<file path="config.mk">
export PLATFORM = sky130hd
export DESIGN_NAME = mult_div_unit_flat
export DESIGN_NICKNAME = d
export VERILOG_FILES = /design/src/rtl/mult_div_unit_if.sv /design/src/rtl/mult_div_unit.sv /design/src/flat_wrapper.sv
export SDC_FILE = /design/constraint.sdc
export NUM_CORES = 1
export LEC_CHECK = 0
export CORE_MARGIN = 3
export CORE_UTILIZATION = 45
export CTS_CLUSTER_SIZE = 40
export DETAILED_ROUTE_END_ITERATION = 10
export HOLD_SLACK_MARGIN = 0.05
export PLACE_DENSITY = 0.68
export SLEW_MARGIN = 15
export SYNTH_ARGS = -nofsm -noshare
export SYNTH_HDL_FRONTEND = slang
export SYNTH_SLANG_ARGS = --single-unit
</file>
<file path="constraint.sdc">
create_clock -name clk -period 4.55 [get_ports clk]
set_clock_uncertainty 0.1 [all_clocks]
set_input_delay 0.6825 -clock clk [delete_from_list [all_inputs] [get_ports clk]]
set_output_delay 0.6825 -clock clk [all_outputs]
set_load 0.02 [all_outputs]
</file>
<file path="src/rtl/mult_div_unit_if.sv">
// Operand, MTHI/MTLO and HI/LO result bundle of the EX-stage multiply/divide unit.
// The pipeline side drives through master; the unit itself attaches to slave.
interface mult_div_unit_if #(
    parameter int WIDTH = 32
);
    logic             start;
    logic [1:0]       op;
    logic [WIDTH-1:0] rs_data;
    logic [WIDTH-1:0] rt_data;
    logic             hi_we;
    logic             lo_we;
    logic [WIDTH-1:0] wdata;
    logic [WIDTH-1:0] hi;
    logic [WIDTH-1:0] lo;
    logic             busy;
    logic             done;

    modport master (
        output start, op, rs_data, rt_data, hi_we, lo_we, wdata,
        input  hi, lo, busy, done
    );

    modport slave (
        input  start, op, rs_data, rt_data, hi_we, lo_we, wdata,
        output hi, lo, busy, done
    );
endinterface

</file>
<file path="src/rtl/mult_div_unit.sv">
// Iterative MULT/MULTU/DIV/DIVU unit owning the architectural HI/LO registers.
// Each operation takes WIDTH+1 cycles: WIDTH shift iterations, then one sign fix-up cycle.
module mult_div_unit #(
    parameter int WIDTH = 32
) (
    input logic           clk,
    input logic           rst,
    mult_div_unit_if.slave bus
);
    localparam int CW = $clog2(WIDTH);

    typedef enum logic [1:0] {
        IDLE,
        CALC,
        FIX
    } state_t;

    state_t           state;
    state_t           state_next;
    logic [CW-1:0]    count;
    logic [1:0]       op_q;
    logic [WIDTH-1:0] mcand_q;
    logic [WIDTH-1:0] rs_raw_q;
    logic             sign_q;
    logic             sign_r;
    logic [2*WIDTH-1:0] acc;
    logic [WIDTH-1:0] hi_q;
    logic [WIDTH-1:0] lo_q;
    logic             done_q;

    logic             start_signed;
    logic [WIDTH-1:0] rs_mag;
    logic [WIDTH-1:0] rt_mag;
    logic [WIDTH:0]   mul_sum;
    logic [2*WIDTH-1:0] mul_next;
    logic [WIDTH:0]   div_shift;
    logic [WIDTH:0]   div_diff;
    logic [2*WIDTH-1:0] div_next;
    logic [2*WIDTH-1:0] prod_fixed;
    logic [WIDTH-1:0] quot_fixed;
    logic [WIDTH-1:0] rem_fixed;
    logic             last_iter;

    assign start_signed = ~bus.op[0];
    assign rs_mag = (start_signed && bus.rs_data[WIDTH-1]) ? -bus.rs_data : bus.rs_data;
    assign rt_mag = (start_signed && bus.rt_data[WIDTH-1]) ? -bus.rt_data : bus.rt_data;
    assign last_iter = (count == CW'(WIDTH - 1));

    // Multiply: acc = {partial product, remaining multiplier bits}; add then shift right.
    assign mul_sum  = {1'b0, acc[2*WIDTH-1:WIDTH]} + (acc[0] ? {1'b0, mcand_q} : '0);
    assign mul_next = {mul_sum, acc[WIDTH-1:1]};

    // Divide: acc = {remainder, dividend/quotient}; bit WIDTH of the trial difference is its borrow.
    assign div_shift = {acc[2*WIDTH-1:WIDTH], acc[WIDTH-1]};
    assign div_diff  = div_shift - {1'b0, mcand_q};
    assign div_next  = div_diff[WIDTH] ? {div_shift[WIDTH-1:0], acc[WIDTH-2:0], 1'b0}
                                       : {div_diff[WIDTH-1:0],  acc[WIDTH-2:0], 1'b1};

    assign prod_fixed = sign_q ? -acc : acc;
    assign quot_fixed = sign_q ? -acc[WIDTH-1:0] : acc[WIDTH-1:0];
    assign rem_fixed  = sign_r ? -acc[2*WIDTH-1:WIDTH] : acc[2*WIDTH-1:WIDTH];

    always_comb begin
        state_next = state;
        unique case (state)
            IDLE: if (bus.start) state_next = CALC;
            CALC: if (last_iter) state_next = FIX;
            FIX:  state_next = IDLE;
            default: state_next = IDLE;
        endcase
    end

    always_ff @(posedge clk) begin
        if (rst) state <= IDLE;
        else     state <= state_next;
    end

    always_ff @(posedge clk) begin
        if (rst) begin
            count    <= '0;
            op_q     <= '0;
            mcand_q  <= '0;
            rs_raw_q <= '0;
            sign_q   <= 1'b0;
            sign_r   <= 1'b0;
            acc      <= '0;
            hi_q     <= '0;
            lo_q     <= '0;
            done_q   <= 1'b0;
        end else begin
            done_q <= (state == FIX);
            unique case (state)
                IDLE: begin
                    if (bus.start) begin
                        op_q     <= bus.op;
                        count    <= '0;
                        rs_raw_q <= bus.rs_data;
                        sign_q   <= start_signed & (bus.rs_data[WIDTH-1] ^ bus.rt_data[WIDTH-1]);
                        sign_r   <= start_signed & bus.rs_data[WIDTH-1];
                        // Multiplier or dividend shifts through the low half; the other operand stays put.
                        acc      <= {{WIDTH{1'b0}}, bus.op[1] ? rs_mag : rt_mag};
                        mcand_q  <= bus.op[1] ? rt_mag : rs_mag;
                    end else begin
                        if (bus.hi_we) hi_q <= bus.wdata;
                        if (bus.lo_we) lo_q <= bus.wdata;
                    end
                end
                CALC: begin
                    acc   <= op_q[1] ? div_next : mul_next;
                    count <= count + 1'b1;
                end
                FIX: begin
                    if (!op_q[1]) begin
                        hi_q <= prod_fixed[2*WIDTH-1:WIDTH];
                        lo_q <= prod_fixed[WIDTH-1:0];
                    end else if (mcand_q == '0) begin
                        hi_q <= rs_raw_q;
                        lo_q <= '1;
                    end else begin
                        hi_q <= rem_fixed;
                        lo_q <= quot_fixed;
                    end
                end
                default: ;
            endcase
        end
    end

    assign bus.hi   = hi_q;
    assign bus.lo   = lo_q;
    assign bus.busy = (state != IDLE);
    assign bus.done = done_q;
endmodule

</file>
<file path="src/flat_wrapper.sv">
// flat-port wrapper written by rule: the top's interface ports become plain ports
module mult_div_unit_flat 
#(
    parameter int WIDTH = 32
)
  (clk, rst, bus_start, bus_op, bus_rs_data, bus_rt_data, bus_hi_we, bus_lo_we, bus_wdata, bus_hi, bus_lo, bus_busy, bus_done);
  mult_div_unit_if #(.WIDTH(WIDTH)) bus_i ();
  input logic clk;
  input logic rst;
  input wire logic [$bits(bus_i.start)-1:0] bus_start;
  input wire logic [$bits(bus_i.op)-1:0] bus_op;
  input wire logic [$bits(bus_i.rs_data)-1:0] bus_rs_data;
  input wire logic [$bits(bus_i.rt_data)-1:0] bus_rt_data;
  input wire logic [$bits(bus_i.hi_we)-1:0] bus_hi_we;
  input wire logic [$bits(bus_i.lo_we)-1:0] bus_lo_we;
  input wire logic [$bits(bus_i.wdata)-1:0] bus_wdata;
  output wire logic [$bits(bus_i.hi)-1:0] bus_hi;
  output wire logic [$bits(bus_i.lo)-1:0] bus_lo;
  output wire logic [$bits(bus_i.busy)-1:0] bus_busy;
  output wire logic [$bits(bus_i.done)-1:0] bus_done;
  assign bus_i.start = bus_start;
  assign bus_i.op = bus_op;
  assign bus_i.rs_data = bus_rs_data;
  assign bus_i.rt_data = bus_rt_data;
  assign bus_i.hi_we = bus_hi_we;
  assign bus_i.lo_we = bus_lo_we;
  assign bus_i.wdata = bus_wdata;
  assign bus_hi = bus_i.hi;
  assign bus_lo = bus_i.lo;
  assign bus_busy = bus_i.busy;
  assign bus_done = bus_i.done;
  mult_div_unit #(.WIDTH(WIDTH)) u_core (.clk(clk), .rst(rst), .bus(bus_i));
endmodule
</file>
==> flow_results.xml <==
<?xml version="1.0" encoding="UTF-8"?>
<metrics>
  <group name="place">
    <metric name="portBuffers" unit="">168</metric>
    <metric name="place.detailed.hpwl" unit="µm">55500</metric>
    <metric name="placed_cell_area" unit="µm²">19000</metric>
    <metric name="routability_congestion" unit="">1.01</metric>
  </group>
  <group name="setup_path">
    <metric name="worstSetupStartpointType" unit="">flip-flop</metric>
    <metric name="regToRegSetupSlack" unit="ns">0.50</metric>
    <metric name="arrival" unit="ns">4.35</metric>
    <metric name="crit-reg2reg-launch" unit="">u_core.acc[32]</metric>
    <metric name="critical_path.endpoint" unit="">u_core.acc[59]</metric>
    <metric name="regToRegEndpoint" unit="">u_core.acc[59]</metric>
    <metric name="worstSetupPathDepth" unit="">11</metric>
    <metric name="crit_required" unit="ns">4.86</metric>
    <metric name="cp.buffers_inverters" unit="">1</metric>
    <metric name="critical_path_class" unit="">flip-flop to flip-flop</metric>
    <metric name="ff2ff_path_depth" unit="">11</metric>
    <metric name="max_stage_delay_cell_worst_path" unit="">a211o_1</metric>
    <metric name="critPathCaptureType" unit="">flip-flop</metric>
    <metric name="crit_path_largest_cell_delay" unit="ns">0.56</metric>
    <metric name="cp_max_fo" unit="">18</metric>
    <metric name="cp_top_family" unit="">compound AO/OA/AOI/OAI gates</metric>
    <metric name="crit_path_cell_trace" unit="">inv_1 -&gt; fa_1 -&gt; nand2b_1 -&gt; a21oi_1 -&gt; o21ba_2 -&gt; a2111oi_1 -&gt; or3_1 -&gt; a211o_1 -&gt; a2111o_1 -&gt; nor3_1 -&gt; a211oi_1</metric>
    <metric name="timing.critical_path.from" unit="">u_core.acc[32]</metric>
  </group>
  <group name="floorplanning">
    <metric name="placeableCoreArea" unit="µm²">36900</metric>
    <metric name="initial_utilization" unit="">0.459</metric>
    <metric name="boundary_pins" unit="">169</metric>
    <metric name="floorplan.die_area" unit="µm²">40000</metric>
    <metric name="die_width" unit="µm">200</metric>
    <metric name="dieHeight" unit="µm">200</metric>
    <metric name="placementRows" unit="">70</metric>
  </group>
  <group name="final_layout">
    <metric name="area_of_combinational_cells_with_multiple_inputs" unit="µm²">11900</metric>
    <metric name="final_core_util" unit="">0.540</metric>
    <metric name="final_net_count" unit="">2631</metric>
    <metric name="post_route_cells_drive_above_1_share" unit="">0.0603</metric>
    <metric name="fill_cells" unit="">3623</metric>
    <metric name="layout.area.seq" unit="µm²">4070</metric>
    <metric name="flow.area_growth_from_synthesis" unit="%">17.7</metric>
    <metric name="layout.cell_area.non_filler" unit="µm²">19900</metric>
  </group>
  <group name="sta">
    <metric name="period_needed" unit="ns">4.05</metric>
    <metric name="finalSetupTns" unit="ns">0</metric>
    <metric name="finalMaxSlewViolations" unit="">0</metric>
    <metric name="maxSlewHeadroom" unit="">0.229</metric>
    <metric name="maxClockFrequency" unit="MHz">247</metric>
    <metric name="rsz_0062_raised_after_global_routing" unit="">no</metric>
    <metric name="timing_worst_slew_pin_value" unit="ns">1.15</metric>
    <metric name="finalHoldViolations" unit="">0</metric>
    <metric name="fin_crit_sh" unit="">0.890</metric>
    <metric name="number_of_failing_setup_endpoints_in_the_final_timing_report" unit="">0</metric>
  </group>
  <group name="global_routing">
    <metric name="grtUsageTotal" unit="">0.346</metric>
    <metric name="grt_antenna_before_repair" unit="">2</metric>
    <metric name="via_count_of_the_first_global_routing_pass" unit="">17331</metric>
    <metric name="grt-ovfl-total" unit="">0</metric>
    <metric name="grt_first_pass_wirelength" unit="µm">107000</metric>
    <metric name="global_route.usage.met3" unit="">0.0675</metric>
    <metric name="met2_track_demand_over_resource_in_global_routing" unit="">0.532</metric>
    <metric name="grt_start_max_net_pins" unit="">80</metric>
    <metric name="grt_busiest_layer" unit="">met2</metric>
    <metric name="grtUsageMet1" unit="">0.489</metric>
  </group>
  <group name="clocking">
    <metric name="post_cts_resized" unit="">0</metric>
    <metric name="max-clock-path-buffers" unit="">3</metric>
    <metric name="cts.sinks" unit="">203</metric>
    <metric name="clkLatencyLatePin" unit="ns">0.56</metric>
    <metric name="clockRootBuffer" unit="">clkbuf_16</metric>
    <metric name="cts_hold_fix_bufs" unit="">0</metric>
    <metric name="cts_tree" unit="">done</metric>
    <metric name="clkTransAtPathRegs" unit="ns">0.07</metric>
    <metric name="clock_tree.htree_level_count" unit="">1</metric>
    <metric name="cts-buffers-inserted" unit="">25</metric>
    <metric name="number_of_buffers_added_for_setup_after_cts" unit="">0</metric>
  </group>
  <group name="power_and_ir_drop">
    <metric name="post-layout-total-power" unit="mW">5.80</metric>
    <metric name="seq_power_share" unit="">0.347</metric>
    <metric name="sw_pwr" unit="mW">2.00</metric>
    <metric name="clock_power_share" unit="">0.374</metric>
    <metric name="comb_power_share" unit="">0.278</metric>
    <metric name="p_int" unit="mW">3.80</metric>
    <metric name="total_power_divided_by_cell_area" unit="nW/µm²">291</metric>
    <metric name="power.share.switching" unit="">0.345</metric>
    <metric name="ir_worst_vdd" unit="mV">0.241</metric>
    <metric name="leakagePower" unit="nW">7.51</metric>
  </group>
  <group name="job">
    <metric name="drv.max_cap_violation_count" unit="">0</metric>
  </group>
  <group name="worst_hold_path">
    <metric name="worstHoldPathType" unit="">flip-flop to flip-flop</metric>
    <metric name="hold_path_startpoint" unit="">u_core.bus.hi[14]</metric>
  </group>
  <group name="route">
    <metric name="detail_route.first_pass.iterations" unit="">6</metric>
    <metric name="num_vias" unit="">18734</metric>
    <metric name="number_of_vias_per_cell" unit="">6.30</metric>
    <metric name="wl_per_cell" unit="µm">24.1</metric>
    <metric name="final_antenna_net_count" unit="">0</metric>
    <metric name="drt_drc_violations_left" unit="">0</metric>
    <metric name="route.final.wire_length" unit="µm">71600</metric>
    <metric name="initialDrtViolationCount" unit="">2198</metric>
  </group>
  <group name="synthesis">
    <metric name="post_synth_num_cell_types" unit="">84</metric>
    <metric name="cell_area_after_synthesis" unit="µm²">16900</metric>
    <metric name="synth_largest_type_area_fraction" unit="">0.240</metric>
    <metric name="cell_with_the_most_instances_after_synthesis" unit="">nand2_1</metric>
    <metric name="mapped_nets" unit="">2546</metric>
    <metric name="total_of_flip_flops_plus_latches_after_synthesis" unit="">203</metric>
    <metric name="yosys-top-cells-count" unit="">313 x nand2_1, 284 x nor2_1, 251 x a21oi_1</metric>
    <metric name="postSynth.asyncResetShare" unit="">0</metric>
    <metric name="ys_warn_count" unit="">0</metric>
    <metric name="synth_edf_count" unit="">0</metric>
    <metric name="synth_seq_area_share" unit="">0.240</metric>
    <metric name="synthesis.instances" unit="">2371</metric>
    <metric name="post_synth_main_area_contributors" unit="">dfxtp_1 24%, a21oi_1 7.4%, nand2_1 6.9%, nor2_1 6.3%, xnor2_1 5.7%</metric>
    <metric name="yosysTopAreaCell" unit="">dfxtp_1</metric>
    <metric name="synth-main-ff-cell" unit="">dfxtp_1</metric>
    <metric name="syn_avg_cell_area" unit="µm²">7.14</metric>
  </group>
  <group name="status">
    <metric name="status" unit="">finished clean</metric>
  </group>
</metrics>
## worst reg2reg max path, cell delays in order (launching register included)
cell	delay (ns)
dfxtp_1	0.54
inv_1	0.17
fa_1	0.47
nand2b_1	0.19
a21oi_1	0.29
o21ba_2	0.26
a2111oi_1	0.14
or3_1	0.44
a211o_1	0.56
a2111o_1	0.48
nor3_1	0.19
a211oi_1	0.07
## metrics by stage
stage          instances  hold slack [ns]  worst slack (ns)
6_report            2975            0.333             0.502
5_1_grt             2974            0.365             0.232
4_1_cts             2974            0.338             0.567
3_5_place_dp        2933            0.330             0.530
3_3_place_gp        2933            0.327             0.530
2_1_floorplan       2371            0.334              1.05
## placed cells by master (no fill, tap or decap), drive strengths merged, types with 23 or more instances in the layout
master,instances
nor2b,23
nand2,313
inv,71
a21oi,251
clkbuf,34
a211oi,44
or3,24
nor3,60
nor2,284
o211ai,35
ha,70
o31ai,27
nor4,28
xnor2,111
dfxtp,203
buf,69
clkdlybuf4s50,166
mux2i,71
xor2,69
nand3,24
o21ai,144
o221ai,40
## routing by layer
metal | vias to the layer above | wire, µm
met1 | 9008 | 31200
li1 | 8682 | -
met5 | - | 0
met2 | 894 | 31300
met3 | 150 | 6360
met4 | 0 | 2790
## sequential cells by signal, summed over array words and instances, names as in the netlist
signal / flops
u_core.rs_raw_q: 32
u_core.bus.hi: 32
u_core.state: 2
u_core.sign_q: 1
u_core.acc: 64
u_core.count: 5
u_core.bus.done: 1
u_core.bus.lo: 32
u_core.op_q: 1
u_core.mcand_q: 32
u_core.sign_r: 1
## cells by family (layout without fill, tap and decap cells)
family	Yosys count	count (layout)	synth area share
compound gates	727	727	0.277
xor+xnor	180	180	0.0932
fa+ha+maj	72	72	0.0541
buf+inv	247	346	0.0590
flops	203	203	0.240
mux	76	76	0.0453
other cells	0	1	0
simple gates	866	866	0.231
## cell type report
class / instances / share of cell area
diodes: 1 / 0.000126
repair buffers: 235 / 0.110
clock buffers: 34 / 0.0356
multi-input cells: 1921 / 0.597
inverters: 70 / 0.0132
well taps: 504 / 0.0317
clock inverters: 7 / 0.00773
flip-flops and latches: 203 / 0.204
## how the worst min path moves through the flow
stage                     endpoint  slack, ns  cells past startpoint
2_1_floorplan  u_core.rs_raw_q[12]       0.33                      2
3_3_place_gp     u_core.bus.hi[14]       0.33                      2
3_5_place_dp     u_core.bus.hi[14]       0.33                      2
4_1_cts          u_core.bus.hi[14]       0.34                      2
5_1_grt          u_core.bus.hi[14]       0.36                      2
6_report         u_core.bus.hi[14]       0.33                      2
## power groups by stage
stage          registers [mW]  clock network, mW  logic, mW
2_1_floorplan            2.01                  0      0.991
3_3_place_gp             2.04                  0       1.57
3_5_place_dp             2.04                  0       1.57
4_1_cts                  2.01               2.17       1.58
5_1_grt                  2.02               2.24       1.73
6_report                 2.01               2.17       1.61
Power figures use the tool's default switching activity.
